$ cat src/rtl/branch_pc_sequencer_if.sv
// Bus between the branch detector / fetch control and the per-thread PC sequencer.
// Stats counter signals exist only when BRANCH_PC_STATS_EN is defined.
interface branch_pc_sequencer_if #(
  parameter int PC_WIDTH           = 10,
  parameter int THREAD_COUNT       = 8,
  parameter int THREAD_COUNT_WIDTH = 3,
  parameter int COUNT_WIDTH        = 16
);
  logic [THREAD_COUNT-1:0]       thread_enable;
  logic                          jump;
  logic [PC_WIDTH-1:0]           destination;
  logic                          cancel;
  logic                          pc_wren;
  logic [THREAD_COUNT_WIDTH-1:0] pc_wthread;
  logic [PC_WIDTH-1:0]           pc_wdata;
  logic [PC_WIDTH-1:0]           pc;
  logic [THREAD_COUNT_WIDTH-1:0] pc_thread;
  logic                          pc_valid;
  logic                          alu_cancel;
`ifdef BRANCH_PC_STATS_EN
  logic [COUNT_WIDTH-1:0]        taken_count;
  logic [COUNT_WIDTH-1:0]        cancel_count;

  modport master (
    output thread_enable, jump, destination, cancel, pc_wren, pc_wthread, pc_wdata,
    input  pc, pc_thread, pc_valid, alu_cancel, taken_count, cancel_count
  );

  modport slave (
    input  thread_enable, jump, destination, cancel, pc_wren, pc_wthread, pc_wdata,
    output pc, pc_thread, pc_valid, alu_cancel, taken_count, cancel_count
  );
`else
  modport master (
    output thread_enable, jump, destination, cancel, pc_wren, pc_wthread, pc_wdata,
    input  pc, pc_thread, pc_valid, alu_cancel
  );

  modport slave (
    input  thread_enable, jump, destination, cancel, pc_wren, pc_wthread, pc_wdata,
    output pc, pc_thread, pc_valid, alu_cancel
  );
`endif
endinterface

$ cat src/rtl/branch_pc_sequencer.sv
// Round-robin per-thread PC sequencer for the barrel pipeline fetch stage.
// Optional saturating jump/cancel statistics enabled by defining BRANCH_PC_STATS_EN.
module branch_pc_sequencer #(
  parameter int                  PC_WIDTH           = 10,
  parameter int                  THREAD_COUNT       = 8,
  parameter int                  THREAD_COUNT_WIDTH = 3,
  parameter logic [PC_WIDTH-1:0] START_PC           = '0,
  parameter int                  COUNT_WIDTH        = 16
) (
  input logic                  clock,
  input logic                  reset_n,
  branch_pc_sequencer_if.slave bus
);

  localparam logic [THREAD_COUNT_WIDTH-1:0] LAST_SLOT  = THREAD_COUNT_WIDTH'(THREAD_COUNT - 1);
  localparam logic [THREAD_COUNT_WIDTH:0]   SLOT_LIMIT = (THREAD_COUNT_WIDTH + 1)'(THREAD_COUNT);

  logic [THREAD_COUNT_WIDTH-1:0] slot;
  logic [PC_WIDTH-1:0]           stored_pc [THREAD_COUNT];
  logic                          slot_enabled;
  logic [PC_WIDTH-1:0]           issue_pc;
  logic                          write_in_range;

  // A frozen thread ignores jump, so its issue is simply its stored PC.
  always_comb begin
    slot_enabled   = bus.thread_enable[slot];
    issue_pc       = stored_pc[slot];
    write_in_range = ({1'b0, bus.pc_wthread} < SLOT_LIMIT);
    if (slot_enabled && bus.jump) begin
      issue_pc = bus.destination;
    end
  end

  always_ff @(posedge clock) begin
    if (!reset_n) begin
      slot <= '0;
      for (int i = 0; i < THREAD_COUNT; i++) begin
        stored_pc[i] <= START_PC;
      end
      bus.pc         <= '0;
      bus.pc_thread  <= '0;
      bus.pc_valid   <= 1'b0;
      bus.alu_cancel <= 1'b0;
    end else begin
      slot <= (slot == LAST_SLOT) ? '0 : slot + THREAD_COUNT_WIDTH'(1);
      if (slot_enabled) begin
        stored_pc[slot] <= issue_pc + PC_WIDTH'(1);
      end
      // Overwrite comes last so it wins a same-slot collision with the writeback.
      if (bus.pc_wren && write_in_range) begin
        stored_pc[bus.pc_wthread] <= bus.pc_wdata;
      end
      bus.pc         <= issue_pc;
      bus.pc_thread  <= slot;
      bus.pc_valid   <= slot_enabled;
      bus.alu_cancel <= bus.cancel & slot_enabled;
    end
  end

`ifdef BRANCH_PC_STATS_EN
  // Counters saturate at all-ones and clear only on reset.
  always_ff @(posedge clock) begin
    if (!reset_n) begin
      bus.taken_count  <= '0;
      bus.cancel_count <= '0;
    end else begin
      if (slot_enabled && bus.jump && (bus.taken_count != '1)) begin
        bus.taken_count <= bus.taken_count + COUNT_WIDTH'(1);
      end
      if (slot_enabled && bus.cancel && (bus.cancel_count != '1)) begin
        bus.cancel_count <= bus.cancel_count + COUNT_WIDTH'(1);
      end
    end
  end
`endif

endmodule

$ cat src/flat_wrapper.sv
// flat-port wrapper written by rule: the top's interface ports become plain ports
module branch_pc_sequencer_flat 
#(
  parameter int                  PC_WIDTH           = 10,
  parameter int                  THREAD_COUNT       = 8,
  parameter int                  THREAD_COUNT_WIDTH = 3,
  parameter logic [PC_WIDTH-1:0] START_PC           = '0,
  parameter int                  COUNT_WIDTH        = 16
)
  (clock, reset_n, bus_thread_enable, bus_jump, bus_destination, bus_cancel, bus_pc_wren, bus_pc_wthread, bus_pc_wdata, bus_pc, bus_pc_thread, bus_pc_valid, bus_alu_cancel);
  branch_pc_sequencer_if #(.PC_WIDTH(PC_WIDTH), .THREAD_COUNT(THREAD_COUNT), .THREAD_COUNT_WIDTH(THREAD_COUNT_WIDTH), .COUNT_WIDTH(COUNT_WIDTH)) bus_i ();
  input logic clock;
  input logic reset_n;
  input wire logic [$bits(bus_i.thread_enable)-1:0] bus_thread_enable;
  input wire logic [$bits(bus_i.jump)-1:0] bus_jump;
  input wire logic [$bits(bus_i.destination)-1:0] bus_destination;
  input wire logic [$bits(bus_i.cancel)-1:0] bus_cancel;
  input wire logic [$bits(bus_i.pc_wren)-1:0] bus_pc_wren;
  input wire logic [$bits(bus_i.pc_wthread)-1:0] bus_pc_wthread;
  input wire logic [$bits(bus_i.pc_wdata)-1:0] bus_pc_wdata;
  output wire logic [$bits(bus_i.pc)-1:0] bus_pc;
  output wire logic [$bits(bus_i.pc_thread)-1:0] bus_pc_thread;
  output wire logic [$bits(bus_i.pc_valid)-1:0] bus_pc_valid;
  output wire logic [$bits(bus_i.alu_cancel)-1:0] bus_alu_cancel;
  assign bus_i.thread_enable = bus_thread_enable;
  assign bus_i.jump = bus_jump;
  assign bus_i.destination = bus_destination;
  assign bus_i.cancel = bus_cancel;
  assign bus_i.pc_wren = bus_pc_wren;
  assign bus_i.pc_wthread = bus_pc_wthread;
  assign bus_i.pc_wdata = bus_pc_wdata;
  assign bus_pc = bus_i.pc;
  assign bus_pc_thread = bus_i.pc_thread;
  assign bus_pc_valid = bus_i.pc_valid;
  assign bus_alu_cancel = bus_i.alu_cancel;
  branch_pc_sequencer #(.PC_WIDTH(PC_WIDTH), .THREAD_COUNT(THREAD_COUNT), .THREAD_COUNT_WIDTH(THREAD_COUNT_WIDTH), .START_PC(START_PC), .COUNT_WIDTH(COUNT_WIDTH)) u_core (.clock(clock), .reset_n(reset_n), .bus(bus_i));
endmodule
$ cat config.mk
export PLATFORM = sky130hd
export DESIGN_NAME = branch_pc_sequencer_flat
export DESIGN_NICKNAME = d
export VERILOG_FILES = /design/src/rtl/branch_pc_sequencer_if.sv /design/src/rtl/branch_pc_sequencer.sv /design/src/flat_wrapper.sv
export SDC_FILE = /design/constraint.sdc
export NUM_CORES = 1
export LEC_CHECK = 0
export ABC_AREA = 0
export ABC_CLOCK_PERIOD_IN_PS = 2450
export CAP_MARGIN = 10
export CORE_MARGIN = 1
export CORE_UTILIZATION = 45
export CTS_CLUSTER_SIZE = 24
export DETAILED_ROUTE_END_ITERATION = 10
export PLACE_DENSITY = 0.79
export SETUP_SLACK_MARGIN = 0.02
export SKIP_CTS_REPAIR_TIMING = 1
export SLEW_MARGIN = 5
export SYNTH_ARGS = -nofsm -noshare
export SYNTH_HDL_FRONTEND = slang
export SYNTH_SLANG_ARGS = --single-unit
$ cat constraint.sdc
create_clock -name clock -period 2.45 [get_ports clock]
set_input_delay 0.3675 -clock clock [delete_from_list [all_inputs] [get_ports clock]]
set_output_delay 0.3675 -clock clock [all_outputs]
set_load 0.01 [all_outputs]
After elaboration in Yosys (flattened, before gate mapping)
Memories as Yosys holds them, arrays and structs flattened. A register that Yosys moved wholly into a read port is not among the register bits.
Cells that the tools add are included.
{"block": "totals", "regBits": 18, "mem_bits_rw": 80, "input_bits": 36, "n_memories": 1}
{"memory": "u_core.stored_pc", "words": 8, "word_bits": 10, "read_ports": 1, "rd_ports_with_merged_regs": 1, "wr": 8, "line_no": "branch_pc_sequencer.sv:19", "text": "logic [PC_WIDTH-1:0] stored_pc [THREAD_COUNT];"}
{"block": "classes", "n_addsub": 2, "n_lt_le_gt_ge": 1, "n_eq_ne": 1, "muxes": 17, "n_bitwise": 2, "n_reduce_logical": 4}
{"cell": "$mux W10", "n": 3}
{"cell": "$reduce_or A10 Y1", "n": 2}
{"cell": "$add A10 B1 Y10 const B", "n": 1}
{"cell": "$mux W1", "n": 10}
{"cell": "$mux W3", "n": 3}
{"cell": "$lt A3 B4 Y1 const B", "n": 1}
{"cell": "$add A3 B1 Y3 const B", "n": 1}
{"cell": "$bmux W1 S3", "n": 1}
{"cell": "$eq A3 B3 Y1 const B", "n": 1}
{"cell": "$reduce_or A2 Y1", "n": 1}
{"cell": "$and A1 B1 Y1", "n": 1}
{"cell": "$logic_and A1 B1 Y1", "n": 1}
{"cell": "$not A1 Y1", "n": 1}

Longest topological paths before layout
{"block": "logic_depth", "word_depth": 7, "ltp_mapped": 11, "mapped_depth_nobuf": 7}

Worst setup path after synthesis
OpenSTA, ideal clock, no wires.
{"block": "synth_path", "kind": "reg2reg", "startpoint": "reg u_core.slot[2]", "endpoint": "mem u_core.stored_pc[0][8], data pin", "setup_time_ns": 0.256, "t_arrival_ns": 2.391, "required_ns": 2.194, "setup_slack_ns": -0.197, "path_stages_with_launch": 10, "path_buffers": 2, "path_cell_list": "dfxtp_1 buf_2 mux2_2 a221o_1 a221o_1 nand3_1 o31a_1 buf_4 o211ai_2 a22o_1"}
{"item": "from (decl)", "line_no": "branch_pc_sequencer.sv:18", "text": "logic [THREAD_COUNT_WIDTH-1:0] slot;"}
{"item": "from (signal assigned)", "line_no": "branch_pc_sequencer.sv:45", "text": "slot <= (slot == LAST_SLOT) ? '0 : slot + THREAD_COUNT_WIDTH'(1);"}
{"item": "to (decl)", "line_no": "branch_pc_sequencer.sv:19"}

==> results_dict.tcl <==
set metrics [dict create \
    dpl_cell_area_mm2 0.006813 \
    tightest_slew_ps 419.2 \
    num_antenna_cells 0 \
    p_comb_share_pct 32.1 \
    wl_per_cell_um 25.09 \
    die-area_mm2 0.01223 \
    ys_seq_elements 98 \
    fmax_mhz 368.3 \
    syn_area_mm2 0.005308 \
    cts_buffer_depth 2 \
    power.leakage_nw 2.989 \
    clock_latency_ps 350 \
    syn_avg_cell_area_um2 11.72 \
    drc_errors 0 \
    initial_utilization_pct 46.28 \
    cts_tree "done" \
    gp_congestion 0.9335 \
    via_per_inst 6.648 \
    syn-num-nets 491 \
    synth-edff-count 80 \
    dp_hpwl_mm 12.90 \
    wirelength_mm 19.09 \
    fin_nets 651 \
    antenna_found_initial 0 \
    grt_max_degree 18 \
    syn_inst 453 \
    worstSetupStartpointType "flop" \
    r2r_slack_ps -270 \
    htreeDepth 3 \
    hold_viol_final 0 \
    ys.flop_type "edfxtp_1" \
    fp.dieW_um 110.6 \
    rsz0062_at_grt "yes" \
    cts_made_buffers 9 \
    endpoint_kind "flop" \
    port_buffers 50 \
    failed_checks "negative setup slack" \
    yosys_warnings 0 \
    grt.total_usage_pct 29.50 \
    sw_frac_of_total_pct 30.62 \
    pre_cts_ws_ps -546.3 \
    overflow 0 \
    rows 39 \
    die_y_um 110.6 \
    maxSlewViolCount 0 \
    synth-seq-area-share_pct 52.05 \
    crit_arrival_ps 2930 \
    setup_viol 72 \
    cap_violations 0 \
    ant_nets 0 \
    critPathMaxFanout 8 \
    worst_slack_ps -265.2 \
    skew_ps 7.168 \
    clk_pin_slew_ps 70 \
    drt_iter0_drc 891 \
    post-route-period-util_pct 110.8 \
    async_reset_ff_share_pct 0 \
    coreArea_mm2 0.01147 \
    dr.pass1.iters 6 \
    area_delta_synth_final_pct 45.83 \
    cts_sinks 98 \
    relSlewSlack_pct 71.95 \
    pwr-share-clk_pct 27.5 \
    fin_area_mm2 0.007740 \
    critPathKind "reg -> reg" \
    layout_common_cells "buf_4, edfxtp_1, a22o_1, clkdlybuf4s50_1, nand2_1" \
    grt_first_pass_wirelength_mm 26.86 \
    peakVddDrop_uv 460.0 \
    period_minus_slack_ps 2715 \
    status "finished, violations left" \
    grt_pass1_vias 4835 \
    powerDensity_mw_per_mm2 636.3 \
    num_vias 5059 \
    required_ps 2670 \
    min_path_type "in -> reg" \
    layout_commonest_cell "buf_4" \
    layout-drive-gt1-share_pct 38.03 \
    p_int_mw 3.417 \
    p_seq_share_pct 40.3 \
    power_switching_mw 1.508 \
    synth_cell_types 58 \
    root_buffer "clkbuf_16" \
    ios 51 \
]
-- area by class of cell --
class | instances | area [um2]
clock buffer | 10 | 229.0
fill | 761 | 3727
inverter | 9 | 37.54
clock inverter | 6 | 47.55
sequential | 98 | 2774
timing repair buffer | 185 | 1730
tap | 143 | 178.9
multi-input combinational | 310 | 2743
-- worst max-delay path, cell delays in order, from the launching register on --
cell and delay [ps]:
dfxtp_4 370, buf_12 150, mux2i_4 180, a22o_1 260, or3_4 350, buf_8 150, mux2_4 360, nand3b_1 240
o211ai_4 300, a22o_1 210
-- per-layer routing --
layer	wire, um	track usage, %
met1	6792	36.06
met2	9197	47.37
met3	2205	7.135
met4	895	17.51
met5	0	0
-- Yosys cell counts (4+ instances only) --
cell,number,area [um2]
a221oi_1,4,35.03
a22o_1,50,437.9
a22oi_1,7,52.55
a32o_1,8,80.08
and2_1,8,50.05
buf_1,11,41.29
buf_2,10,50.05
buf_6,4,45.04
clkbuf_1,10,37.54
dfxtp_1,18,360.4
edfxtp_1,80,2402
inv_1,8,30.03
mux2_2,10,112.6
mux2i_1,18,180.2
mux4_2,6,135.1
nand2_1,44,165.2
nand3_1,12,60.06
nand3b_1,11,82.58
nand4_1,9,56.30
nor2_1,26,97.59
nor2b_1,5,31.28
nor3_1,8,40.04
o211ai_1,10,75.07
o31ai_1,16,120.1
or2_2,9,56.30
-- state kept, by name, summed over array words and instances, names as in the netlist --
register and count:
u_core.bus.alu_cancel 1, u_core.slot 3, u_core.bus.pc_valid 1, u_core.bus.pc 10, u_core.bus.pc_thread 3, u_core.stored_pc 80
-- metrics by stage --
step / setup TNS (ps) / std cells / util, % / total power, mW / hold slack, ps
detailed placement: -32420 / 730 / 59.41 / 3.238 / 657.6
floorplan: -825.0 / 453 / - / 2.646 / 489.2
finish: -10660 / 761 / 67.50 / 4.925 / 585.9
global route: -14500 / 761 / 67.50 / 5.056 / 596.3
CTS: -15070 / 746 / 61.82 / 4.576 / 586.8
global placement: -29500 / 730 / 59.41 / 3.198 / 647.9
-- power groups by stage --
| stage | logic, mW | registers (mW) | clock network (mW) |
|---|---|---|---|
| final | 1.58 | 1.99 | 1.36 |
| after floorplan | 0.630 | 2.02 | 0 |
| after global routing | 1.64 | 2.00 | 1.42 |
| after CTS | 1.23 | 1.98 | 1.37 |
| after detailed placement | 1.22 | 2.02 | 0 |
| after global placement | 1.19 | 2.01 | 0 |
-- kinds of logic after synthesis --
kind of cell             after synthesis  synth area share, %
AO/OA/AOI/OAI                        122                19.54
XOR/XNOR                               4                1.297
multiplexers                          37                8.887
AND/OR/NAND/NOR                      145                13.70
buffers and inverters                 45                4.055
flip-flops                            98                52.05
adder cells (fa/ha/maj)                2               0.4714
-- final timing paths --
kind | start | to | depth (start not counted)
setup reg to reg | u_core.slot[0] | u_core.stored_pc[7][8] | 9
setup / recovery | u_core.slot[0] | u_core.stored_pc[7][8] | 9
hold / removal | bus_cancel | u_core.bus.alu_cancel | 2
hold reg to reg | u_core.slot[0] | u_core.slot[0] | 2
Power figures use the tool's default switching activity.
